File: src/rtl/q_meter.sv
// Q measurement front end: settle the bias, excite the resonator, then count
// synchronized oscillation edges while the envelope stays above threshold.
module q_meter #(
  parameter int BUS_WIDTH      = 10,
  parameter int SETTLE_CYCLES  = 64,
  parameter int EXCITE_CYCLES  = 8,
  parameter int TIMEOUT_CYCLES = 4096
) (
  input  logic                 clk,
  input  logic                 rst_n,
  input  logic                 enable,
  input  logic                 start,
  input  logic                 osc_in,
  input  logic                 env_in,
  output logic                 excite,
  output logic                 busy,
  output logic                 ready,
  output logic                 timeout,
  output logic [BUS_WIDTH-1:0] q_measured,
  output logic [2:0]           state_dbg
);

  typedef enum logic [2:0] {
    S_IDLE   = 3'd0,
    S_SETTLE = 3'd1,
    S_EXCITE = 3'd2,
    S_ARM    = 3'd3,
    S_COUNT  = 3'd4,
    S_DONE   = 3'd5
  } state_t;

  localparam int SW = (SETTLE_CYCLES > 1) ? $clog2(SETTLE_CYCLES) : 1;
  localparam int EW = (EXCITE_CYCLES > 1) ? $clog2(EXCITE_CYCLES) : 1;
  localparam int TW = (TIMEOUT_CYCLES > 1) ? $clog2(TIMEOUT_CYCLES) : 1;

  localparam logic [SW-1:0]      SETTLE_LOAD = SW'(SETTLE_CYCLES - 1);
  localparam logic [EW-1:0]      EXCITE_LOAD = EW'(EXCITE_CYCLES - 1);
  localparam logic [TW-1:0]      TMO_LOAD    = TW'(TIMEOUT_CYCLES - 1);
  localparam logic [BUS_WIDTH:0] EDGE_MAX    = {1'b0, {BUS_WIDTH{1'b1}}};

  state_t               state;
  state_t               state_nx;
  logic [SW-1:0]        settle_cnt;
  logic [EW-1:0]        excite_cnt;
  logic [TW-1:0]        tmo_cnt;
  logic [BUS_WIDTH:0]   edge_cnt;
  logic                 osc_meta;
  logic                 osc_s;
  logic                 osc_d;
  logic                 env_meta;
  logic                 env_s;
  logic                 osc_rise;
  logic                 tmo_flag;
  logic                 tmo_hit;

  assign osc_rise  = osc_s & ~osc_d;
  assign state_dbg = state;

  always_comb begin
    state_nx = state;
    tmo_hit  = 1'b0;
    if (!enable && (state != S_IDLE)) begin
      state_nx = S_IDLE;
    end else begin
      case (state)
        S_IDLE:   if (enable && start) state_nx = S_SETTLE;
        S_SETTLE: if (settle_cnt == '0) state_nx = S_EXCITE;
        S_EXCITE: if (excite_cnt == '0) state_nx = S_ARM;
        S_ARM: begin
          if (tmo_cnt == '0) begin
            state_nx = S_DONE;
            tmo_hit  = 1'b1;
          end else if (env_s) begin
            state_nx = S_COUNT;
          end
        end
        // An envelope drop wins over a coincident timeout: the ring decayed normally.
        S_COUNT: begin
          if (!env_s) begin
            state_nx = S_DONE;
          end else if (tmo_cnt == '0) begin
            state_nx = S_DONE;
            tmo_hit  = 1'b1;
          end
        end
        S_DONE:   state_nx = S_IDLE;
        default:  state_nx = S_IDLE;
      endcase
    end
  end

  // ready is a one-cycle valid strobe for q_measured; there is no backpressure.
  always_ff @(posedge clk) begin
    if (!rst_n) begin
      state      <= S_IDLE;
      settle_cnt <= '0;
      excite_cnt <= '0;
      tmo_cnt    <= '0;
      edge_cnt   <= '0;
      osc_meta   <= 1'b0;
      osc_s      <= 1'b0;
      osc_d      <= 1'b0;
      env_meta   <= 1'b0;
      env_s      <= 1'b0;
      tmo_flag   <= 1'b0;
      excite     <= 1'b0;
      busy       <= 1'b0;
      ready      <= 1'b0;
      timeout    <= 1'b0;
      q_measured <= '0;
    end else begin
      state    <= state_nx;
      osc_meta <= osc_in;
      osc_s    <= osc_meta;
      osc_d    <= osc_s;
      env_meta <= env_in;
      env_s    <= env_meta;

      busy   <= (state != S_IDLE);
      excite <= (state == S_EXCITE) && enable;
      ready  <= (state == S_DONE) && enable;

      if ((state == S_IDLE) && (state_nx == S_SETTLE)) begin
        settle_cnt <= SETTLE_LOAD;
        timeout    <= 1'b0;
      end else if ((state == S_SETTLE) && (settle_cnt != '0)) begin
        settle_cnt <= settle_cnt - SW'(1);
      end

      if ((state == S_SETTLE) && (state_nx == S_EXCITE)) begin
        excite_cnt <= EXCITE_LOAD;
        edge_cnt   <= '0;
        tmo_flag   <= 1'b0;
      end else if ((state == S_EXCITE) && (excite_cnt != '0)) begin
        excite_cnt <= excite_cnt - EW'(1);
      end

      if ((state == S_EXCITE) && (state_nx == S_ARM)) begin
        tmo_cnt <= TMO_LOAD;
      end else if (((state == S_ARM) || (state == S_COUNT)) && (tmo_cnt != '0)) begin
        tmo_cnt <= tmo_cnt - TW'(1);
      end

      // A timeout while counting means the envelope never decayed: report full scale.
      if (state == S_COUNT) begin
        if (tmo_hit) begin
          edge_cnt <= EDGE_MAX;
        end else if (osc_rise && (edge_cnt < EDGE_MAX)) begin
          edge_cnt <= edge_cnt + (BUS_WIDTH + 1)'(1);
        end
      end

      if (tmo_hit) tmo_flag <= 1'b1;

      if ((state == S_DONE) && enable) begin
        q_measured <= (edge_cnt > EDGE_MAX) ? {BUS_WIDTH{1'b1}} : edge_cnt[BUS_WIDTH-1:0];
        timeout    <= tmo_flag;
      end
    end
  end

endmodule

File: config.mk
export PLATFORM = sky130hd
export DESIGN_NAME = q_meter
export DESIGN_NICKNAME = d
export VERILOG_FILES = /design/src/rtl/q_meter.sv
export SDC_FILE = /design/constraint.sdc
export NUM_CORES = 1
export LEC_CHECK = 0
export BUFFER_PORTS_ARGS = -buffer_cell sky130_fd_sc_hd__buf_2
export CORE_MARGIN = 1
export CORE_UTILIZATION = 52
export CTS_CLUSTER_DIAMETER = 150
export DETAILED_ROUTE_END_ITERATION = 12
export PLACE_DENSITY = 0.75
export SYNTH_ARGS = -nofsm -noshare
export SYNTH_HDL_FRONTEND = slang
export SYNTH_SLANG_ARGS = --single-unit
File: constraint.sdc
create_clock -name clk -period 3.4 [get_ports clk]
set_clock_uncertainty 0.15 [all_clocks]
set_input_delay 0.51 -clock clk [delete_from_list [all_inputs] [get_ports clk]]
set_output_delay 0.51 -clock clk [all_outputs]
set_load 0.1 [all_outputs]
==> metrics.txt, run 1 <==
status=complete, but fails checks; violated checks=design-rule violations; Leak=between 1 and 1.5 nW; clock network power share=between 30% and 40%; Unique masters post-synth=between 40 and 50; crit-path cells=inv_1, ha_1, or4b_1, or4_1, or3_1, a31oi_1; Core Footprint=approximately 4500 sq um; Pre-antenna DRT Iters=11; multi-input logic area=1300 sq um; Final GP Congestion=between 0.8 and 0.9; CTS clock-pin slew for the worst setup and hold paths=~100 ps; maximum vdd ir drop=320 uV; CTS max path bufs=2; total wire length=~5300 um; placed insts=347; Inserted Clock Buffers=5; syn_nets=294; Crit path largest cell delay=approximately 670 ps; antenna violations before repair=0; Layout area overhead=9.78%; post-route design area=around 2700 sq um; Placed Area=around 2600 sq um; wire length per cell=about 15 um; minimum clock period=2730 ps; non-filler cells, final=between 300 and 400; register bit count reported by yosys=55; DR DRC count=3; Yosys top cell area share=roughly 44%; required arrival time at the worst endpoint=3490 ps; leading area contributor after synthesis=dfxtp_1; port bufs=22; I/O pins=23; chip width=between 70 and 80 um; WP data arrival=2820 ps; # rows=24; Ant. Diodes=0; Post-CTS Setup Inserts=0; Max Freq=between 300 and 400 MHz; DR vias=~2.1k; sequential power share=around 58%; final hold violations=0; Yosys warning count=0; share of layout cells above drive strength 1=~15%; crit path launch type=flop; Seq/Total Area, Yosys=roughly 44%; H-tree depth=2; initial core utilization=55.5%; most frequent cells after synthesis=55 x dfxtp_1, 26 x a21oi_1, 24 x o21ai_0; final cycle utilization of the critical path=around 80%; RSZ-0062 raised after global routing=no; area of the mapped netlist=~2500 sq um; top post-synthesis cells by area=dfxtp_1 44%, xor2_1 5.3%, a21oi_1 5.2%; CTS resizes=0; Async SR Flop Fraction=0%; Post-CTS Hold Fix Bufs=0; CTS tree=built; root buffer cell=clkbuf_8; number of global-route vias before repair=1954; slowest stage cell on the critical path=or4_1; cell with the most instances after synthesis=dfxtp_1; Die Y=71.1 um; antenna viol nets, final=0; final setup fails=0; First DRT Iteration DRCs=123; cell count after synthesis=approximately 280; setup_tns=0 ps; Worst setup EP type=flop; Post-synth EDFFs=0; fillcell total=about 420; Power Dens Cells=about 430 nW/um^2; Final nets=about 310; Register Area=between 1000 and 1500 sq um; DIE AREA=5050 sq um; sw power=about 0.32 mW; first-pass GRT wire length=just over 9000 um; Avg Cell Area, Syn=8.80 sq um; top_reg_cell synth=dfxtp_1; Net Sw Frac=27.1%; Rel. slew slack=approximately two fifths; Pint=between 0.8 and 0.9 mW; Post-DP HPWL=3730 um; GRT Resource Usage Total=around a quarter; Hold Path Class=in2reg; Worst-Skew Late Latency=between 300 and 400 ps; kind of critical path=reg2reg; routed vias/inst=5.90; max-cap violation count=0; total power=about 1.2 mW; largest net degree at the start of global routing=23; fin. max-slew vios=0; GRT Residual Overflow=0; Least-Margin Pin Slew=~900 ps; clk sinks=55; Critical Path Fanout Max=15; Logic pwr share=11.0%
-- critical path: cells and delay by family, from the launching register on --
family | cells | cell delay (ps)
and+or+nand+nor | 3 | 1720
DFF | 1 | 350
AOI/OAI and AO/OA | 1 | 190
buffers and inverters | 1 | 70
adders and majority gates | 1 | 180
-- metal layers --
metal / vias to the layer above / GRT usage [%] / share of wire, %
met5: - / 0 / 0
met3: 8 / 4.56 / 4.8
met4: 0 / 9.56 / 1.4
li1: 1068 / - / -
met1: 969 / 31.5 / 48
met2: 51 / 37.6 / 45
-- flip-flops by register name, indices dropped and copies added, names as in the netlist, 3 cells and up --
register	flops
settle_cnt	6
q_measured	10
state_dbg	3
edge_cnt	11
excite_cnt	3
tmo_cnt	12
-- cell usage in the layout, fill, tap and decap left out, types with 11 or more instances in the layout --
| master | synthesis | final |
|---|---|---|
| o21ai_0 | 24 | 24 |
| a21oi_1 | 26 | 26 |
| buf_2 | 1 | 22 |
| nor3_1 | 11 | 11 |
| nor2_1 | 15 | 15 |
| nand2_1 | 15 | 15 |
| xor2_1 | 15 | 15 |
| dfxtp_1 | 55 | 55 |
| nand3_1 | 19 | 19 |
-- kinds of logic after synthesis --
kind of cell	Yosys count	share of synthesized area [%]
muxes	1	0.454
adders and majority gates	6	3.02
and+or+nand+nor	101	22.3
buffers and inverters	22	3.43
DFF	55	44.4
AOI/OAI and AO/OA	79	20.1
xor gates and xnor gates	18	6.35
-- final cells by class --
| type | instances | area share [%] |
|---|---|---|
| inverters | 9 | 1.24 |
| clock inverters | 2 | 0.597 |
| clock buffers | 6 | 2.66 |
| repair buffers | 26 | 5.14 |
| multi-input cells | 205 | 47.6 |
| flip-flops and latches | 55 | 40.4 |
| well taps | 52 | 2.39 |
-- power by group through the flow --
| stage | Sequential (mW) | Combinational [mW] | Clock, mW |
|---|---|---|---|
| floorplan | 0.708 | 0.0873 | 0 |
| global placement | 0.694 | 0.126 | 0 |
| detailed placement | 0.694 | 0.128 | 0 |
| CTS | 0.679 | 0.129 | 0.375 |
| global route | 0.683 | 0.144 | 0.401 |
| finish | 0.680 | 0.130 | 0.365 |
-- through the flow --
stage | util (%) | worst slack, ps | hold slack (ps)
floorplan | - | 881 | 262
global placement | 58.9 | 801 | 265
detailed placement | 58.9 | 736 | 273
CTS | 60.9 | 706 | 235
global route | 60.9 | 508 | 239
finish | 60.9 | 672 | 243
-- worst paths after layout --
kind | startpoint | end | slack [ps] | depth (start not counted)
setup reg to reg | tmo_cnt[0]$_SDFFE_PN0P_ | edge_cnt[7]$_SDFF_PN0_ | 670 | 6
hold reg to reg | env_meta$_SDFF_PN0_ | env_s$_SDFF_PN0_ | 290 | 1
hold / removal | osc_in | osc_meta$_SDFF_PN0_ | 240 | 2
setup / recovery | tmo_cnt[0]$_SDFFE_PN0P_ | edge_cnt[7]$_SDFF_PN0_ | 670 | 6
Power figures use the tool's default switching activity.
==> run 2: changes to the inputs <==
Settings changed: PLACE_DENSITY 0.75 to 0.78.
Clock period 3.4 ns to 2.3 ns, I/O delays scaled along.
==> run 2 against run 1 <==
  * The run still ends with design-rule violations left
  * Fmax rose by 21%
  * Die area did not move
  * Cell area rose by 7.3%
  * Via count rose by 3.4%
  * Cell count rose by 4.5%
  * Flip-flop and latch count did not move
  * Sequential share of layout area fell by 2.6 points
==> metrics.txt, run 2 (same netlist as run 1, synthesis figures left out) <==
status=complete, but fails checks (unchanged); violated checks=design-rule violations (unchanged); DIE AREA=5050 sq um (unchanged); Final nets=330 (was 314); Logic pwr share=11.9% (was 11.0%); required arrival time at the worst endpoint=2390 ps (was 3490 ps); # rows=24 (unchanged); largest net degree at the start of global routing=22 (was 23); Die Y=71.1 um (unchanged); sw power=0.465 mW (was 0.319 mW); Layout area overhead=17.7% (was 9.78%); minimum clock period=2260 ps (was 2730 ps); setup_tns=0 ps (unchanged); GRT Resource Usage Total=22.4% (was 23.6%); Leak=1.15 nW (was 1.04 nW); Crit path largest cell delay=460 ps (was 670 ps); total power=1.89 mW (was 1.17 mW); Rel. slew slack=64.0% (was 40.3%); CTS clock-pin slew for the worst setup and hold paths=100 ps (about the same); Net Sw Frac=24.6% (was 27.1%); Top Registers=tmo_cnt x12, edge_cnt x11, q_measured x10 (unchanged); commonest non-fill, non-tap cell in the layout=dfxtp_1 (unchanged); CTS max path bufs=2 (unchanged); port bufs=22 (unchanged); wire length per cell=14.6 um (was 15.0 um); antenna violations before repair=0 (unchanged); initial core utilization=55.5% (unchanged); Largest Register=tmo_cnt (unchanged); CTS tree=built (unchanged); Power Dens Cells=646 nW/um^2 (was 431 nW/um^2); share of layout cells above drive strength 1=23.8% (was 15.2%); final core occ=65.3% (was 60.9%); sequential power share=53.3% (was 57.9%); Post-DP HPWL=3860 um (was 3730 um); DR DRC count=3 (unchanged); crit path launch type=flop (unchanged); Final GP Congestion=0.949 (was 0.888); clock network power share=34.9% (was 31.1%); Pre-antenna DRT Iters=8 (was 11); slowest stage cell on the critical path=or4_4 (was or4_1); Pint=1.42 mW (was 0.856 mW); GRT Residual Overflow=0 (unchanged); Worst-Skew Late Latency=300 ps (was 310 ps); fin. max-slew vios=0 (unchanged); H-tree depth=2 (unchanged); RSZ-0062 raised after global routing=yes (was no); fillcell total=358 (was 418); non-filler cells, final=371 (was 355); Final WS setup=44.3 ps (was 672 ps); clk sinks=55 (unchanged); Ant. Diodes=0 (unchanged); antenna viol nets, final=0 (unchanged); first-pass GRT wire length=9050 um (was 9290 um); number of global-route vias before repair=2016 (was 1954); placed insts=362 (was 347); total wire length=5430 um (was 5320 um); chip width=71.1 um (unchanged); commonest non-fill, non-tap cells in the layout=51 x dfxtp_1, 23 x a21oi_1, 22 x buf_2, 21 x o21ai_0 (was 55 x dfxtp_1, 26 x a21oi_1, 24 x o21ai_0, 22 x buf_2, 19 x nand3_1); maximum vdd ir drop=491 uV (was 320 uV); I/O pins=23 (unchanged); root buffer cell=clkbuf_8 (unchanged); Least-Margin Pin Slew=535 ps (was 890 ps); WP data arrival=2340 ps (was 2820 ps); Core Footprint=4470 sq um (unchanged); max reg flops=12 (unchanged); Hold Path Class=in2reg (unchanged); CP top delay family=simple AND/OR/NAND/NOR gates (unchanged); kind of critical path=reg2reg (unchanged); final hold violations=0 (unchanged); crit-path cells=inv_2, ha_4, or4b_4, or4_4, or3_4, a21oi_1 (was inv_1, ha_1, or4b_1, or4_1, or3_1, a31oi_1); Post-CTS Hold Fix Bufs=0 (unchanged); routed vias/inst=5.84 (was 5.90); First DRT Iteration DRCs=162 (was 123); max-cap violation count=0 (unchanged); CP Buf/Inv Count=1 (unchanged); Max Freq=443 MHz (was 367 MHz); final setup fails=0 (unchanged); DR vias=2167 (was 2096); Inserted Clock Buffers=5 (unchanged); Critical Path Fanout Max=8 (was 15); Worst setup EP type=flop (unchanged); final cycle utilization of the critical path=98.1% (was 80.2%); Setup Slack @ Placement=-74.8 ps (was 736 ps)
[run 2: final timing paths]
| check | start | to | slack [ps] | cells past startpoint |
|---|---|---|---|---|
| setup / recovery | tmo_cnt[0]$_SDFFE_PN0P_ | edge_cnt[0]$_SDFF_PN0_ | 40 | 6 |
| hold / removal | osc_in | osc_meta$_SDFF_PN0_ | 100 | 2 |
| hold reg to reg | env_meta$_SDFF_PN0_ | env_s$_SDFF_PN0_ | 290 | 1 |
| setup reg to reg | tmo_cnt[0]$_SDFFE_PN0P_ | edge_cnt[0]$_SDFF_PN0_ | 40 | 6 |
[run 2: layout make-up]
class	instances	area [sq um]	share of cell area [%]
clock buffer	6	82.6	2.83
clock inverter	2	35.0	1.20
inverter	9	33.8	1.16
multi-input combinational	205	1330	45.6
sequential	55	1110	37.8
tap	52	65.1	2.23
timing repair buffer	42	268	9.16
[run 2: power by group through the flow]
stage	Sequential [mW]	Combinational, mW	Clock (mW)
after CTS	1.01	0.218	0.667
final	1.01	0.225	0.658
after detailed placement	1.03	0.214	0
after global routing	1.01	0.249	0.708
after global placement	1.03	0.209	0
after floorplan	1.05	0.130	0
[run 2: per-layer routing]
| metal | up-vias | GRT usage [%] | wire (um) | share of wire [%] |
|---|---|---|---|---|
| li1 | 1095 | - | - | - |
| met1 | 1013 | 31.6 | 2620 | 48 |
| met2 | 55 | 36.0 | 2490 | 46 |
| met3 | 4 | 3.85 | 267 | 4.9 |
| met4 | 0 | 5.56 | 44 | 0.81 |
| met5 | - | 0 | 0 | 0 |
[run 2: repair_timing]
item                                    in CTS  in global routing
endpoints found under the setup margin      12                 15
pin swaps                                    0                  1
gates resized for setup                      2                  8
hold endpoints to repair                     0                  0
setup buffers                                0                  1
[run 2: stage by stage]
stage | hold WS, ps | area, sq um
2_1_floorplan | 262 | 2510
3_3_place_gp | 263 | 2770
3_5_place_dp | 269 | 2770
4_1_cts | 94.7 | 2900
5_1_grt | 96.7 | 2920
6_report | 100 | 2920
==> run 3: changes to the inputs <==
Settings changed: PLACE_DENSITY 0.78 to 0.74.
==> run 3 against run 2 <==
  * The run now ends clean
  * Non-clock buffer count rose by 1
  * Global-route usage rose by 0.51 points
  * Setup slack worse by 12 ps
  * Register-to-register slack hardly changed
  * Wire length fell by 0.57%
  * Critical endpoint is now edge_cnt[7]$_SDFF_PN0_
==> metrics.txt, run 3 (same netlist as run 1, synthesis figures left out) <==
root buffer cell=clkbuf_8 (unchanged); antenna violations before repair=0 (unchanged); First DRT Iteration DRCs=110 (was 162); WP data arrival=2350 ps (was 2340 ps); Power Dens Cells=618 nW/um^2 (was 646 nW/um^2); minimum clock period=2270 ps (was 2260 ps); max reg flops=12 (unchanged); wire length per cell=14.5 um (was 14.6 um); Least-Margin Pin Slew=486 ps (was 535 ps); required arrival time at the worst endpoint=2390 ps (about the same); # rows=24 (unchanged); worst reg2reg path endpoint=edge_cnt[7]$_SDFF_PN0_ (was edge_cnt[0]$_SDFF_PN0_); commonest non-fill, non-tap cells in the layout=51 x dfxtp_1, 24 x o21ai_0, 24 x a21oi_1, 22 x buf_2, 20 x buf_4 (was 51 x dfxtp_1, 23 x a21oi_1, 22 x buf_2, 21 x o21ai_0); DR vias=2186 (was 2167); CTS max path bufs=2 (unchanged); GRT Residual Overflow=0 (unchanged); kind of critical path=reg2reg (unchanged); Final GP Congestion=0.927 (was 0.949); Top Registers=tmo_cnt x12, edge_cnt x11, q_measured x10 (unchanged); Worst R2R Start=tmo_cnt[0]$_SDFFE_PN0P_ (unchanged); Final WS setup=32.6 ps (was 44.3 ps); Die Y=71.1 um (unchanged); routed vias/inst=5.88 (was 5.84); I/O pins=23 (unchanged); Setup Slack @ Placement=-37.3 ps (was -74.8 ps); port bufs=22 (unchanged); share of layout cells above drive strength 1=23.8% (about the same); Core Footprint=4470 sq um (unchanged); Worst-Skew Late Latency=300 ps (about the same); Inserted Clock Buffers=5 (unchanged); crit path launch type=flop (unchanged); largest net degree at the start of global routing=25 (was 22); RSZ-0062 raised after global routing=yes (unchanged); Hold Path Class=in2reg (unchanged); DR DRC count=0 (was 3); fin. max-slew vios=0 (unchanged); final cycle utilization of the critical path=98.6% (was 98.1%); final setup fails=0 (unchanged); Hold WS=98.2 ps (was 100 ps); initial core utilization=55.5% (unchanged); Ant. Diodes=0 (unchanged); Rel. slew slack=67.3% (was 64.0%); placed insts=363 (was 362); clk sinks=55 (unchanged); Layout area overhead=17.2% (was 17.7%); non-filler cells, final=372 (was 371); GRT Resource Usage Total=22.9% (was 22.4%); maximum vdd ir drop=397 uV (was 491 uV); final hold violations=0 (unchanged); status=finished clean (was complete, but fails checks); Leak=1.14 nW (was 1.15 nW); CTS tree=built (unchanged); Final nets=331 (was 330); first-pass GRT wire length=9270 um (was 9050 um); Pre-antenna DRT Iters=6 (was 8); max-cap violation count=0 (unchanged); antenna viol nets, final=0 (unchanged); cells on worst reg2reg path=6 (unchanged); Critical Path Fanout Max=8 (unchanged); chip width=71.1 um (unchanged); Largest Register=tmo_cnt (unchanged); crit path launch=tmo_cnt[0]$_SDFFE_PN0P_ (unchanged); Post-CTS Hold Fix Bufs=0 (unchanged); Post-DP HPWL=3750 um (was 3860 um); DIE AREA=5050 sq um (unchanged); Max Freq=441 MHz (was 443 MHz); fillcell total=388 (was 358); total wire length=5400 um (was 5430 um); CTS clock-pin slew for the worst setup and hold paths=90 ps (was 100 ps); commonest non-fill, non-tap cell in the layout=dfxtp_1 (unchanged); H-tree depth=2 (unchanged); Worst R2R Setup Slack=30 ps (was 40 ps); number of global-route vias before repair=1992 (was 2016); Worst setup EP type=flop (unchanged); worst setup path endpoint=edge_cnt[7]$_SDFF_PN0_ (was edge_cnt[0]$_SDFF_PN0_)
## run 3: how the worst min path moves through the flow
stage                        start                   to  slack [ps]  cells after the start
2_1_floorplan  env_meta$_SDFF_PN0_     env_s$_SDFF_PN0_         260                      1
3_3_place_gp   osc_meta$_SDFF_PN0_     osc_s$_SDFF_PN0_         270                      1
3_5_place_dp   env_meta$_SDFF_PN0_     env_s$_SDFF_PN0_         270                      1
4_1_cts                     osc_in  osc_meta$_SDFF_PN0_          90                      2
5_1_grt                     osc_in  osc_meta$_SDFF_PN0_          90                      2
6_report                    osc_in  osc_meta$_SDFF_PN0_         100                      2
## run 3: worst max-delay path: stages, from the launching register on
cell and delay (ps):
dfxtp_2 330, inv_2 60, ha_4 130, or4b_4 450, or4_4 460, or3_4 450
a31oi_1 170
## run 3: layer usage
layer | track usage (%) | wire length [um] | vias to the layer above
met5 | 0 | 0 | -
met4 | 7.33 | 52 | 0
met3 | 4.42 | 238 | 7
met2 | 35.4 | 2490 | 53
met1 | 32.5 | 2620 | 1024
li1 | - | - | 1102
## run 3: final cells by class
class	count	area (sq um)	share of cell area (%)
clock buffers	8	100	3.44
repair buffers	43	272	9.33
inverters	9	33.8	1.16
flip-flops and latches	55	1110	38.0
well taps	52	65.1	2.24
multi-input cells	205	1330	45.8
## run 3: report_power, final
part / internal [mW] / switching, mW / total (mW)
registers: 0.979 / 0.0253 / 1.00
clock network: 0.275 / 0.298 / 0.573
logic: 0.0893 / 0.132 / 0.222
total: 1.34 / 0.455 / 1.80
## run 3: repair_timing
item | in CTS | in global routing
buffers inserted | 0 | 1
gates resized for setup | 1 | 5
endpoints found under the setup margin | 8 | 22
pin swaps | 0 | 2
## run 3: stage by stage
| stage | power, mW | setup TNS (ps) | instance area, sq um | utilization (%) |
|---|---|---|---|---|
| 2_1_floorplan | 1.18 | -22.3 | 2510 | - |
| 3_5_place_dp | 1.24 | -172 | 2780 | 62.1 |
| 6_report | 1.80 | 0 | 2910 | 65.0 |
| 3_3_place_gp | 1.24 | 0 | 2780 | 62.1 |
| 5_1_grt | 1.89 | -228 | 2910 | 65.0 |
| 4_1_cts | 1.81 | 0 | 2880 | 64.4 |
